==> src/rtl/seg7_scan_driver.sv <==
// seg7_scan_driver
// Multiplexed common-anode seven-segment driver. It scans DIGITS hex digits
// one at a time, with one digit slot lasting REFRESH_DIV clock cycles.
// New digit values arrive through a load/ready handshake. They sit in a
// pending register and move to the display register only at a frame
// boundary, so a single scan never shows a mix of old and new digits.
// Optional feature macro: SEG7_LZ_BLANK_EN turns on leading-zero
// suppression, which is computed from the display register.
module seg7_scan_driver #(
  parameter int DIGITS      = 8,
  parameter int REFRESH_DIV = 100000,
  parameter int CNT_W       = 17
) (
  input  logic                clk,
  input  logic                rst,
  input  logic [4*DIGITS-1:0] data,
  input  logic [DIGITS-1:0]   dp_in,
  input  logic [DIGITS-1:0]   en_mask,
  input  logic                load,
  output logic                ready,
  output logic [6:0]          hex,
  output logic                DP,
  output logic [DIGITS-1:0]   AN
);

  localparam int                IDX_W    = (DIGITS > 1) ? $clog2(DIGITS) : 1;
  localparam logic [CNT_W-1:0]  CNT_LAST = CNT_W'(REFRESH_DIV - 1);
  localparam logic [IDX_W-1:0]  IDX_LAST = IDX_W'(DIGITS - 1);
  localparam logic [6:0]        SEG_OFF  = 7'h7F;

  logic [CNT_W-1:0]    cnt_q, cnt_d;
  logic [IDX_W-1:0]    idx_q, idx_d;
  logic [4*DIGITS-1:0] pend_q, pend_d, disp_q, disp_d;
  logic [DIGITS-1:0]   pend_dp_q, pend_dp_d, disp_dp_q, disp_dp_d;
  logic                ready_q, ready_d;
  logic [6:0]          hex_q, hex_d;
  logic                dp_q, dp_d;
  logic [DIGITS-1:0]   an_q, an_d;
  logic [DIGITS-1:0]   blank;

  // Active-low segment patterns, with hex[0]=a through hex[6]=g.
  function automatic logic [6:0] seg_decode(input logic [3:0] nib);
    logic [6:0] s;
    case (nib)
      4'h0: s = 7'h40;  4'h1: s = 7'h79;  4'h2: s = 7'h24;  4'h3: s = 7'h30;
      4'h4: s = 7'h19;  4'h5: s = 7'h12;  4'h6: s = 7'h02;  4'h7: s = 7'h78;
      4'h8: s = 7'h00;  4'h9: s = 7'h10;  4'hA: s = 7'h08;  4'hB: s = 7'h03;
      4'hC: s = 7'h46;  4'hD: s = 7'h21;  4'hE: s = 7'h06;  default: s = 7'h0E;
    endcase
    return s;
  endfunction

  // Per-digit blanking mask. A digit with a lit decimal point counts as
  // significant, so it also keeps every digit below it visible.
`ifdef SEG7_LZ_BLANK_EN
  always_comb begin
    logic lz;
    // NOTE: every variable gets a default before any conditional write so always_comb cannot infer a latch.
    lz    = 1'b1;
    blank = '0;
    for (int i = DIGITS - 1; i >= 0; i--) begin
      lz       = lz & (disp_q[4*i +: 4] == 4'd0) & ~disp_dp_q[i];
      blank[i] = lz & (i != 0);
    end
  end
`else
  assign blank = '0;
`endif

  // Next-state logic for the prescaler, the scan index, the handshake and the registered pin drive.
  always_comb begin
    logic       tick;
    logic       wrap_tick;
    logic       show;
    logic [3:0] nib;

    cnt_d     = cnt_q;
    idx_d     = idx_q;
    pend_d    = pend_q;
    pend_dp_d = pend_dp_q;
    disp_d    = disp_q;
    disp_dp_d = disp_dp_q;
    ready_d   = ready_q;

    tick      = (cnt_q == CNT_LAST);
    wrap_tick = tick && (idx_q == IDX_LAST);

    cnt_d = tick ? '0 : cnt_q + 1'b1;
    if (tick) idx_d = (idx_q == IDX_LAST) ? '0 : idx_q + 1'b1;

    // ready_q selects which branch can run. A load accepted on a wrap_tick
    // therefore goes to pending only and is committed one frame later.
    if (load && ready_q) begin
      pend_d    = data;
      pend_dp_d = dp_in;
      ready_d   = 1'b0;
    end else if (wrap_tick && !ready_q) begin
      disp_d    = pend_q;
      disp_dp_d = pend_dp_q;
      ready_d   = 1'b1;
    end

    nib  = disp_q[{idx_q, 2'b00} +: 4];
    show = en_mask[idx_q] && !blank[idx_q];
    an_d  = show ? ~(DIGITS'(1) << idx_q) : '1;
    hex_d = show ? seg_decode(nib) : SEG_OFF;
    dp_d  = show ? ~disp_dp_q[idx_q] : 1'b1;
  end

  // State and output registers with synchronous active-high reset.
  always_ff @(posedge clk) begin
    // NOTE: sequential state uses non-blocking assignments only, so every register samples pre-edge values.
    if (rst) begin
      cnt_q     <= '0;
      idx_q     <= '0;
      // NOTE: pending and display registers are explicitly reset so that a reset discards any queued value.
      pend_q    <= '0;
      pend_dp_q <= '0;
      disp_q    <= '0;
      disp_dp_q <= '0;
      ready_q   <= 1'b1;
      hex_q     <= SEG_OFF;
      dp_q      <= 1'b1;
      an_q      <= '1;
    end else begin
      cnt_q     <= cnt_d;
      idx_q     <= idx_d;
      pend_q    <= pend_d;
      pend_dp_q <= pend_dp_d;
      disp_q    <= disp_d;
      disp_dp_q <= disp_dp_d;
      ready_q   <= ready_d;
      hex_q     <= hex_d;
      dp_q      <= dp_d;
      an_q      <= an_d;
    end
  end

  assign ready = ready_q;
  assign hex   = hex_q;
  assign DP    = dp_q;
  assign AN    = an_q;

endmodule

==> config.mk <==
export PLATFORM = sky130hd
export DESIGN_NAME = seg7_scan_driver
export DESIGN_NICKNAME = d
export VERILOG_FILES = /design/src/rtl/seg7_scan_driver.sv
export SDC_FILE = /design/constraint.sdc
export NUM_CORES = 1
export LEC_CHECK = 0
export ABC_AREA = 1
export BUFFER_PORTS_ARGS = -buffer_cell sky130_fd_sc_hd__buf_2
export CAP_MARGIN = 20
export CORE_MARGIN = 2
export CORE_UTILIZATION = 60
export CTS_CLUSTER_DIAMETER = 80
export DETAILED_ROUTE_END_ITERATION = 10
export PLACE_DENSITY = 0.88
export SYNTH_ARGS = -nofsm -noshare
export SYNTH_HDL_FRONTEND = slang
export SYNTH_SLANG_ARGS = --single-unit
==> constraint.sdc <==
create_clock -name clk -period 2.91 [get_ports clk]
set_input_delay 0.4365 -clock clk [delete_from_list [all_inputs] [get_ports clk]]
set_output_delay 0.4365 -clock clk [all_outputs]
set_load 0.01 [all_outputs]
==> results_dict.tcl, run 1 <==
set metrics [dict create \
    dieArea_um2 9360 \
    vias_per_cell 5.16 \
    cts_tree "done" \
    first_pass_iters 6 \
    dpl_cell_area_um2 5500 \
    final_nets 868 \
    htreeDepth 4 \
    worst-path-buf-inv 2 \
    gp_congestion 0.897 \
    dieWidth_um 96.7 \
    path_cells "inv_1 -> nand3_1 -> nand3_1 -> nand2_1 -> inv_1 -> ha_1 -> nand3_1 -> nand2_1 -> nand2_1 -> nand3_1" \
    drive_above_1_share 0.149 \
    cp.arrival_ns 2.72 \
    antenna_found_initial 0 \
    power_per_cell_area_nw_per_um2 657 \
    skew_ns 0.00704 \
    critPathLaunchType "register" \
    ios 68 \
    ant_nets 0 \
    wl_per_cell_um 12.8 \
    fin_area_um2 6130 \
    crit_family "simple AND/OR/NAND/NOR gates" \
    cts_buffer_depth 2 \
    worst_pin_slew_ns 0.744 \
    tns_ns 0 \
    synth_warnings 0 \
    cts-buffers-inserted 17 \
    rows 33 \
    ys_seq_elements 117 \
    grt_max_degree 86 \
    slew_viol_final 0 \
    min_from "load" \
    maxCapViolations 0 \
    slew_headroom 0.504 \
    outcome "complete, no violations" \
    critical-path-max-stage-delay_ns 0.59 \
    combPwrFrac 0.040 \
    io_buffers 67 \
    postCtsSetupBuffers 0 \
    synth_nets 811 \
    synth_area_leaders "dfxtp_1, nor2_1, nand2_1, nand3_1, inv_1" \
    track_usage 0.255 \
    min_path_type "input port to register" \
    final_hold_viol_count 0 \
    fp.dieH_um 96.7 \
    grt_first_pass_wirelength_mm 19.6 \
    drt_iter0_drc 351 \
    endpoint_kind "register" \
    num_vias 4767 \
    grt_setup_unrepaired "false" \
    post_cts_resized 0 \
    whs_ns 0.136 \
    cpMostUsedCell "nand3_1" \
    num_antenna_cells 0 \
    p_leak_nw 3.05 \
    swShare 0.219 \
    p_sw_uw 883 \
    ys_types 29 \
    synth_area_um2 5160 \
    routed_wl_mm 11.9 \
    overflow 0 \
    path_class "register to register" \
    post-route-period-util 0.810 \
    clkLatencyLatePin_ns 0.51 \
    cp.required_ns 3.27 \
    dp_hpwl_mm 7.74 \
    cp_max_fo 17 \
    syn2layout_area_growth_pct 18.7 \
    start_util 0.625 \
    clock-root-buffer "clkbuf_8" \
    share_seq_of_total_power 0.419 \
    worstSetupStartpoint "idx_q[1]$_SDFFE_PP0N_" \
    vdd_drop_max_uv 418 \
    setup_viol 0 \
    synth_area_leader_cell "dfxtp_1" \
    grt_pass1_vias 4494 \
    layout_min_cycle_time_ns 2.36 \
    clk_pin_slew_ns 0.06 \
    postSynthCellCount 748 \
    yosysSeqAreaShare 0.454 \
    cp_slowest_cell "dfxtp_1" \
    ctsHoldBuffers 0 \
    p_int_mw 3.14 \
    core_um2 8260 \
    syn_area_per_cell_um2 6.90 \
    r2r_start "idx_q[1]$_SDFFE_PP0N_" \
    drc_errors 0 \
    cts_num_sinks 117 \
    fmaxAchievable_mhz 424 \
    yosys.area.top_type_share 0.454 \
    power_frac_clock 0.541 \
]
-- worst paths after layout --
check / to / slack [ns] / depth (start not counted)
worst max-delay path: hex[6]$_SDFF_PP1_ / 0.55 / 10
worst min-delay path: ready$_SDFFE_PP1P_ / 0.14 / 2
worst max register to register: hex[6]$_SDFF_PP1_ / 0.55 / 10
worst min register to register: cnt_q[0]$_SDFF_PP0_ / 0.45 / 1
-- synth_stat cells --
library cell and instances:
a21oi_1 11, buf_1 1, buf_2 7, buf_4 4, buf_6 4, clkbuf_1 19
dfxtp_1 117, ha_1 12, inv_1 69, inv_2 5, nand2_1 170, nand2_2 3
nand3_1 56, nand3_2 2, nand3_4 1, nand3b_1 1, nand4_1 7, nor2_1 184
nor2_2 1, nor2_4 1, nor3_1 7, nor3_2 1, nor3_4 1, nor3b_1 2
o211ai_1 3, o21ai_0 51, o22ai_1 2, or2_2 1, xor2_1 5
-- sequential cells by signal, summed over array words and instances, names as in the netlist --
name,flops
AN,8
DP,1
cnt_q,17
disp_dp_q,8
disp_q,32
hex,7
idx_q,3
pend_dp_q,8
pend_q,32
ready,1
-- logic make-up (layout without fill, tap and decap cells) --
kind of cell	Yosys count	count (layout)	share of synthesized area
XOR/XNOR	5	5	0.00848
AO/OA/AOI/OAI	67	67	0.0669
flip-flops	117	117	0.454
AND/OR/NAND/NOR	438	438	0.352
buffers and inverters	109	179	0.0897
adder cells (fa/ha/maj)	12	12	0.0291
-- layer usage --
| layer | up-vias | wire, µm | track usage |
|---|---|---|---|
| met3 | 37 | 601 | 0.0672 |
| met1 | 2140 | 5050 | 0.294 |
| li1 | 2442 | - | - |
| met4 | 0 | 324 | 0.0932 |
| met2 | 148 | 5880 | 0.451 |
| met5 | - | 0 | 0 |
-- power groups by stage --
stage | clock network (mW) | logic [mW] | registers [mW]
2_1_floorplan | 0 | 0.101 | 1.71
3_3_place_gp | 0 | 0.155 | 1.72
3_5_place_dp | 0 | 0.163 | 1.72
4_1_cts | 2.20 | 0.164 | 1.69
5_1_grt | 2.27 | 0.189 | 1.69
6_report | 2.18 | 0.163 | 1.69
-- through the flow --
stage | total power, mW | worst slack [ns] | util | instances
detailed placement | 1.88 | 0.641 | 0.666 | 891
global placement | 1.87 | 0.673 | 0.666 | 891
CTS | 4.05 | 0.603 | 0.742 | 923
finish | 4.03 | 0.553 | 0.742 | 923
floorplan | 1.81 | 1.13 | - | 748
global route | 4.15 | 0.346 | 0.742 | 923
-- area by class of cell --
cell class,instances,area (µm²)
fillers,636,2130
multi-input cells,522,2360
clock inverters,14,199
flip-flops and latches,117,2340
clock buffers,18,428
well taps,105,131
inverters,74,278
repair buffers,73,393
-- placed cells by master (no fill, tap or decap), types with 3 or more instances in the layout --
| cell | n |
|---|---|
| a21oi_1 | 11 |
| buf_2 | 67 |
| buf_4 | 5 |
| bufinv_16 | 4 |
| clkbuf_16 | 16 |
| clkinv_4 | 4 |
| dfxtp_1 | 117 |
| ha_1 | 12 |
| inv_1 | 68 |
| inv_2 | 6 |
| inv_6 | 3 |
| nand2_1 | 170 |
| nand2_2 | 3 |
| nand3_1 | 56 |
| nand4_1 | 7 |
| nor2_1 | 184 |
| nor3_1 | 7 |
| o211ai_1 | 3 |
| o21ai_0 | 51 |
| xor2_1 | 5 |
Power figures use the tool's default switching activity.
==> run 2, diff against run 1 <==
- CORE_UTILIZATION: 60 -> 52
- PLACE_DENSITY: 0.88 -> 0.82
- clock period: 2.91 -> 2 ns (I/O delays scaled with it)
==> run 2 against run 1 <==
  * Combinational power up 47%
  * Final cell count rose by 4.0%
  * Die area up 15%
  * Count of clock-buffer cells in the layout unchanged
  * Power rose by 38%
  * Clock skew down 0.00075 ns
  * Worst setup slack worse by 0.38 ns
  * Critical endpoint is now hex[3]$_SDFF_PP1_
  * Highest routed layer unchanged
==> results_dict.tcl, run 2 (same netlist as run 1, synthesis figures left out) <==
set metrics [dict create \
    rows 36 \
    first_pass_iters 5 \
    worstSetupStartpoint "idx_q[0]$_SDFFE_PP0N_" \
    cts_buffer_depth 2 \
    grt_setup_unrepaired "false" \
    dieArea_um2 10700 \
    vdd_drop_max_uv 604 \
    maxCapViolations 0 \
    p_leak_nw 3.07 \
    vias_per_cell 4.83 \
    skew_ns 0.00629 \
    wl_per_cell_um 11.5 \
    fmaxAchievable_mhz 546 \
    htreeDepth 4 \
    cts_tree "done" \
    core_um2 9680 \
    slew_viol_final 0 \
    cts_num_sinks 117 \
    outcome "complete, no violations" \
    grt_first_pass_wirelength_mm 18.7 \
    ant_nets 0 \
    final_cell_mix "nor2_1, nand2_1, dfxtp_1" \
    power_per_cell_area_nw_per_um2 900 \
    clkLatencyLatePin_ns 0.52 \
    met1_usage 0.251 \
    dpl_cell_area_um2 5600 \
    power_frac_clock 0.516 \
    dp.cells 927 \
    cp_max_fo 19 \
    final_nets 877 \
    num_antenna_cells 0 \
    cp.arrival_ns 2.23 \
    routed_wl_mm 11.1 \
    fin_area_um2 6180 \
    worst_pin_slew_ns 0.455 \
    slew_headroom 0.697 \
    overflow 0 \
    p_int_mw 4.29 \
    critPathLaunchType "register" \
    clk_pin_slew_ns 0.06 \
    gr-usage-met2 0.366 \
    mostFrequentLayoutCell "nor2_1" \
    dieWidth_um 104 \
    setup_viol 0 \
    track_usage 0.211 \
    combPwrFrac 0.043 \
    largestRegisters "disp_q: 32 flops, pend_q: 32 flops, cnt_q: 17 flops" \
    grt_pass1_vias 4344 \
    r2r_start "idx_q[0]$_SDFFE_PP0N_" \
    fp.dieH_um 104 \
    cts-buffers-inserted 17 \
    num_vias 4637 \
    gp_congestion 0.858 \
    layout_min_cycle_time_ns 1.83 \
    tns_ns 0 \
    start_util 0.533 \
    swShare 0.228 \
    grt_max_degree 59 \
    drive_above_1_share 0.157 \
    drc_errors 0 \
    dp_hpwl_mm 7.36 \
    drt_iter0_drc 299 \
    top_usage_layer "met2" \
    stdcell_count 960 \
    clock-root-buffer "clkbuf_8" \
    min_path_type "input port to register" \
    io_buffers 67 \
    final_hold_viol_count 0 \
    syn2layout_area_growth_pct 19.8 \
    share_seq_of_total_power 0.441 \
    p_sw_mw 1.27 \
    endpoint_kind "register" \
    met3_usage 0.0548 \
    post-route-period-util 0.915 \
    path_class "register to register" \
    min_from "data[29]" \
    cp.required_ns 2.40 \
    ios 68 \
    antenna_found_initial 0 \
]
-- run 2: cell types whose count changed in the layout (fill, tap and decap cells not counted), sizes merged --
cell	change
buf	+8
clkinv	+4
bufinv	-2
clkinvlp	-1
dlygate4sd3	+1
inv	-1
-- run 2: area by class of cell --
class                           count  area (µm²)
Inverter                           74         278
Sequential cell                   117        2340
Fill cell                         850        3500
Clock buffer                       18         418
Clock inverter                     14         154
Timing Repair Buffer               82         467
Tap cell                          133         166
Multi-Input combinational cell    522        2360
-- run 2: stage by stage --
stage	setup slack (ns)	power [mW]	hold slack (ns)	util
4_1_cts	0.121	5.59	0.00153	0.637
6_report	0.169	5.56	0.0276	0.639
3_3_place_gp	0.251	2.74	0.433	0.578
5_1_grt	0.0158	5.77	0.0371	0.639
2_1_floorplan	0.224	2.64	0.416	-
3_5_place_dp	0.181	2.74	0.445	0.578
-- run 2: power by group through the flow --
stage	Clock, mW	Combinational [mW]	Sequential (mW)
global placement	0	0.236	2.50
detailed placement	0	0.242	2.50
CTS	2.90	0.243	2.45
floorplan	0	0.147	2.49
global route	3.04	0.279	2.46
finish	2.87	0.240	2.45
-- run 2: final timing paths --
| path | to | slack, ns | depth (start not counted) |
|---|---|---|---|
| setup reg to reg | hex[3]$_SDFF_PP1_ | 0.17 | 11 |
| hold / removal | pend_q[29]$_SDFFE_PP0P_ | 0.03 | 3 |
| setup / recovery | hex[3]$_SDFF_PP1_ | 0.17 | 11 |
| hold reg to reg | cnt_q[0]$_SDFF_PP0_ | 0.45 | 1 |
-- run 2: worst max-delay path, stage by stage (launching register included) --
cell	delay, ns
dfxtp_1	0.44
buf_6	0.21
nand2_1	0.07
nand3_1	0.11
nand2_1	0.06
nand2_1	0.05
nand2_1	0.11
ha_1	0.24
inv_1	0.11
nand2_1	0.10
nand3_1	0.12
nand3_1	0.09
-- run 2: timing repair --
| action | CTS | global route |
|---|---|---|
| resized for setup | 0 | 2 |
| setup endpoints to repair | 0 | 4 |
| buffers inserted | 0 | 0 |
| hold endpoints to repair | 0 | 1 |
| hold buffers | 0 | 1 |
-- run 2: metal layers --
metal  wire length (µm)  share of wire
met5                  0              0
met1               4980           0.45
met2               5480           0.50
met4                172          0.016
met3                433          0.039
